File: src/rtl/sec_ones_tick_pkg.sv
// rtl/sec_ones_tick_pkg.sv - shared clock package: FSM states and BCD limits
// Used by the seconds-ones stage and its siblings in the clock chain.
package sec_ones_tick_pkg;

  typedef enum logic [1:0] {
    STOPPED = 2'd0,
    RUNNING = 2'd1,
    SETTING = 2'd2
  } sec_state_t;

  localparam logic [3:0] BCD_MAX_ONES = 4'd9;

  // Next BCD ones value; anything at or above the max folds back to zero.
  function automatic logic [3:0] bcd_ones_next(input logic [3:0] cur);
    return (cur >= BCD_MAX_ONES) ? 4'd0 : cur + 4'd1;
  endfunction

endpackage

File: src/rtl/tick_prescaler.sv
// rtl/tick_prescaler.sv - free-running 0..DIV-1 timebase with hold and clear
// tick is combinational: it marks the edge on which the count wraps to zero.
module tick_prescaler #(
  parameter int DIV = 50_000_000
) (
  input  logic clk,
  input  logic reset,
  input  logic en,
  input  logic clr,
  output logic tick
);

  localparam int W = (DIV > 1) ? $clog2(DIV) : 1;
  localparam logic [W-1:0] CNT_MAX = W'(DIV - 1);

  logic [W-1:0] cnt;

  assign tick = en && (cnt == CNT_MAX);

  // clr outranks en; with en low the count simply holds, keeping phase.
  always_ff @(posedge clk or posedge reset) begin
    if (reset) begin
      cnt <= '0;
    end else if (clr) begin
      cnt <= '0;
    end else if (en) begin
      cnt <= tick ? '0 : cnt + W'(1);
    end
  end

endmodule

File: src/rtl/sec_ones_tick.sv
// rtl/sec_ones_tick.sv - seconds-ones BCD digit with run/pause/set FSM
// Generates registered tick, tens-carry and minute-carry pulses.
module sec_ones_tick
  import sec_ones_tick_pkg::*;
#(
  parameter int DIV = 50_000_000
) (
  input  logic       clk,
  input  logic       reset,
  input  logic       run,
  input  logic       set,
  input  logic [3:0] new_val,
  input  logic       tens_hit5,
  output logic [3:0] Q,
  output logic       inc_tens,
  output logic       min_inc,
  output logic       tick,
  output logic       running
);

  sec_state_t state;
  sec_state_t state_nxt;

  logic pre_en;
  logic pre_clr;
  logic pre_tick;
  logic ones_wrap;

  always_ff @(posedge clk or posedge reset) begin
    if (reset) begin
      state <= STOPPED;
    end else begin
      state <= state_nxt;
    end
  end

  always_comb begin
    state_nxt = state;
    if (set) begin
      state_nxt = SETTING;
    end else begin
      case (state)
        SETTING: state_nxt = run ? RUNNING : STOPPED;
        STOPPED: if (run) state_nxt = RUNNING;
        RUNNING: if (!run) state_nxt = STOPPED;
        default: state_nxt = STOPPED;
      endcase
    end
  end

  // Gating on run and set lets a falling run or rising set veto a pending tick.
  assign pre_en  = (state == RUNNING) && run && !set;
  assign pre_clr = (state == SETTING);

  tick_prescaler #(
    .DIV (DIV)
  ) u_prescaler (
    .clk   (clk),
    .reset (reset),
    .en    (pre_en),
    .clr   (pre_clr),
    .tick  (pre_tick)
  );

  assign ones_wrap = pre_tick && (Q == BCD_MAX_ONES);
  assign running   = (state == RUNNING);

  // Out-of-range set values are ignored so Q stays a legal BCD digit.
  always_ff @(posedge clk or posedge reset) begin
    if (reset) begin
      Q <= 4'd0;
    end else if (set) begin
      if (new_val <= BCD_MAX_ONES) begin
        Q <= new_val;
      end
    end else if (pre_tick) begin
      Q <= bcd_ones_next(Q);
    end
  end

  always_ff @(posedge clk or posedge reset) begin
    if (reset) begin
      tick     <= 1'b0;
      inc_tens <= 1'b0;
      min_inc  <= 1'b0;
    end else begin
      tick     <= pre_tick;
      inc_tens <= ones_wrap;
      min_inc  <= ones_wrap && tens_hit5;
    end
  end

endmodule
File: config.mk
export PLATFORM = sky130hd
export DESIGN_NAME = sec_ones_tick
export DESIGN_NICKNAME = d
export VERILOG_FILES = /design/src/rtl/sec_ones_tick_pkg.sv /design/src/rtl/tick_prescaler.sv /design/src/rtl/sec_ones_tick.sv
export SDC_FILE = /design/constraint.sdc
export NUM_CORES = 1
export LEC_CHECK = 0
export CORE_ASPECT_RATIO = 1.75
export CORE_MARGIN = 4
export CORE_UTILIZATION = 57
export DETAILED_ROUTE_END_ITERATION = 16
export PLACE_DENSITY = 0.86
export SLEW_MARGIN = 20
export SYNTH_ARGS = -nofsm -noshare
export SYNTH_HDL_FRONTEND = slang
export SYNTH_SLANG_ARGS = --single-unit
File: constraint.sdc
create_clock -name clk -period 2.5 [get_ports clk]
set_clock_uncertainty 0.05 [all_clocks]
set_input_delay 0.5 -clock clk [delete_from_list [all_inputs] [get_ports clk]]
set_output_delay 0.5 -clock clk [all_outputs]
set_load 0.005 [all_outputs]
==> impl_metrics.py, run 1 <==
metrics = {
    "placement": {
        "pre_cts_slack_ps": 100,
        "dp_cells": 260,
        "gp_congestion": 0.925,
        "placed_area_um2": 2160,
        "hpwl_um": 2970,
        "portBuffers": 16,
    },
    "layout": {
        "num-nets-final": 238,
        "area_growth_pct": 18.1,
        "stdcell_count": 268,
        "diodes": 0,
        "post_route_cells_drive_above_1_share_pct": 11.6,
        "final_area_um2": 2260,
    },
    "drt": {
        "post-route-drc-count": 0,
        "vias_per_cell": 5.71,
        "drtPass1Iterations": 5,
        "finalWirelength_um": 4000,
        "postRouteAntennaNets": 0,
        "drtIter0Drc": 33,
        "wl_per_cell_um": 14.9,
        "vias": 1530,
    },
    "clock_network": {
        "cts_resized": 0,
        "post_cts_buffers": 0,
        "path_clk_slew_ps": 70,
        "root_buffer": "clkbuf_8",
        "htree_levels": 2,
        "cts_made_buffers": 5,
        "cts_tree": "yes",
        "cts.path.max_buffers": 2,
        "cts_hold_buf": 0,
        "cts.sinks": 35,
        "clk_latency_ps": 280,
    },
    "power_and_ir_drop": {
        "peakVddDrop_v": 0.000533,
        "pwr-share-comb_pct": 11.1,
        "power_mw": 1.17,
        "pwr-share-seq_pct": 51.0,
        "power.leakage_nw": 0.978,
        "p_int_mw": 0.894,
        "power_density_nw_per_um2": 518,
        "p_sw_share_pct": 23.7,
        "clkPwrFrac_pct": 37.9,
        "p_switching_mw": 0.278,
    },
    "yosys": {
        "ys.warnings.count": 0,
        "syn-num-nets": 212,
        "async_flop_share_pct": 100,
        "ys.flop_type": "dfrtp_1",
        "ys_seq_elements": 35,
        "seq_area_frac_synth_pct": 45.7,
        "synth_edf_count": 0,
        "syn_inst": 198,
        "synth_cell_type_count": 40,
        "synth_area_um2": 1920,
        "avgSynthCellArea_um2": 9.68,
    },
    "timing": {
        "fin_crit_ps": 2320,
        "setup_viol": 0,
        "maxSlewViolCount": 0,
        "period_share_pct": 92.6,
        "relSlewSlack_pct": 70.2,
        "tightest_slew_ps": 444,
        "fmax_mhz": 432,
        "hold_viol_final": 0,
        "tns_ps": 0,
        "final_critical_path_setup_slack_ps": 185,
        "rsz0062_at_grt": "no",
    },
    "global_route": {
        "antenna_found_initial": 0,
        "gr-usage-all-layers_pct": 21.2,
        "grt_pass1_vias": 1598,
        "grt_max_degree": 36,
        "grt_first_pass_wirelength_um": 7070,
        "grt_overflow": 0,
    },
    "job": {
        "cap_violations": 0,
    },
    "worst_setup_path": {
        "path_max_fanout": 21,
        "required_ps": 2600,
        "path_class": "register to register",
        "cp_data_arrival_time_ps": 2420,
        "start_kind": "register",
        "worst_setup_path_end_kind": "register",
    },
    "run_status": {
        "status": "complete, no violations",
    },
    "die": {
        "dieHeight_um": 84.7,
        "initial_core_util_pct": 60.4,
        "dieArea_um2": 4390,
        "coreArea_um2": 3180,
        "fp.dieW_um": 51.8,
        "io-pin-count": 17,
        "num_rows": 27,
    },
    "hold_path": {
        "hold_path_class": "register to register",
    },
}
[cell type report]
type | instances | area (um^2)
Tap cell | 43 | 53.8
Clock buffer | 8 | 100
Inverter | 11 | 41.3
Multi-Input combinational cell | 145 | 958
Fill cell | 254 | 911
Timing Repair Buffer | 26 | 235
Sequential cell | 35 | 876
[power groups by stage]
stage / combinational [mW] / clock, mW / sequential [mW]
finish: 0.130 / 0.444 / 0.598
global route: 0.145 / 0.485 / 0.601
CTS: 0.132 / 0.456 / 0.598
detailed placement: 0.131 / 0 / 0.608
global placement: 0.127 / 0 / 0.608
floorplan: 0.0740 / 0 / 0.607
[layer usage]
| layer | track usage (%) | wire length [um] | up-vias |
|---|---|---|---|
| met5 | 0 | 0 | - |
| li1 | - | - | 747 |
| met3 | 3.73 | 97 | 14 |
| met2 | 36.5 | 2180 | 33 |
| met4 | 11.2 | 152 | 0 |
| met1 | 23.8 | 1560 | 736 |
[placed cells by master, fill, tap and decap left out, types with 3 or more instances in the layout]
cell / netlist / layout
buf_4: 0 / 10
inv_1: 11 / 11
or4_1: 3 / 3
nand3_1: 13 / 13
clkdlybuf4s50_1: 0 / 16
nor3_1: 5 / 5
nand4_1: 11 / 11
nand2_1: 14 / 14
a21oi_1: 7 / 7
xnor2_1: 6 / 6
xor2_1: 15 / 15
and2_1: 4 / 4
dfrtp_1: 35 / 35
nor2_1: 28 / 28
clkbuf_8: 0 / 7
ha_1: 5 / 5
[synthesized netlist by cell type (5+ instances only)]
library cell / count / area, um^2
a21oi_1: 7 / 35.0
clkbuf_1: 5 / 18.8
dfrtp_1: 35 / 876
ha_1: 5 / 62.6
inv_1: 11 / 41.3
nand2_1: 14 / 52.6
nand3_1: 13 / 65.1
nand4_1: 11 / 68.8
nor2_1: 28 / 105
nor3_1: 5 / 25.0
xnor2_1: 6 / 52.6
xor2_1: 15 / 131
[worst paths after layout]
path                                                        to  slack [ps]  cells after the start                            from
worst min register to register            state[0]$_DFFE_PP0P_         440                      1            state[0]$_DFFE_PP0P_
worst max register to register  u_prescaler.cnt[4]$_DFFE_PP0P_         180                      5  u_prescaler.cnt[8]$_DFFE_PP0P_
worst min-delay path                      state[0]$_DFFE_PP0P_         440                      1            state[0]$_DFFE_PP0P_
worst max-delay path            u_prescaler.cnt[4]$_DFFE_PP0P_         180                      5  u_prescaler.cnt[8]$_DFFE_PP0P_
min in group asynchronous                    min_inc$_DFF_PP0_         560                      3                           reset
max in group asynchronous       u_prescaler.cnt[0]$_DFFE_PP0P_        1510                      3                           reset
[stage by stage]
stage	util, %	hold WS (ps)
after floorplan	-	398
after global placement	68.2	427
after detailed placement	68.2	428
after CTS	71.3	438
after global routing	71.3	484
final	71.3	435
[worst max-delay path: stages, from the launching register on]
cell     delay, ps
dfrtp_1        420
or4_4          560
nor4_4         460
nand4_2        190
nand2_2        370
nor2_1         110
[flip-flops by register name (all words and copies together) (netlist names)]
| signal | flops |
|---|---|
| Q | 4 |
| inc_tens | 1 |
| min_inc | 1 |
| state | 2 |
| tick | 1 |
| u_prescaler.cnt | 26 |
[cells by family (layout without fill, tap and decap cells)]
| group | count (synthesis) | count (layout) | share of synthesized area [%] |
|---|---|---|---|
| xor+xnor | 21 | 21 | 9.60 |
| buf+inv | 18 | 45 | 4.31 |
| mux | 1 | 1 | 0.587 |
| fa+ha+maj | 5 | 5 | 3.26 |
| compound gates | 23 | 23 | 9.20 |
| simple gates | 95 | 95 | 27.3 |
| flops | 35 | 35 | 45.7 |
(Power assumes the default switching activity.)
==> run 2: changes to the inputs <==
==> constraint.sdc (replaced) <==
create_clock -name clk -period 2.5 [get_ports clk]
set_clock_uncertainty 0.05 [all_clocks]
set_input_delay 0.5 -clock clk [delete_from_list [all_inputs] [get_ports clk]]
set_output_delay 0.5 -clock clk [all_outputs]
set_load 0.05 [all_outputs]
==> results of run 2 <==
The final DEF is identical to that of run 1. Status: complete, no violations.
Among the figures that moved: total power 1.17 mW -> 1.22 mW; worst IR drop on VDD 0.000533 V -> 0.000537 V
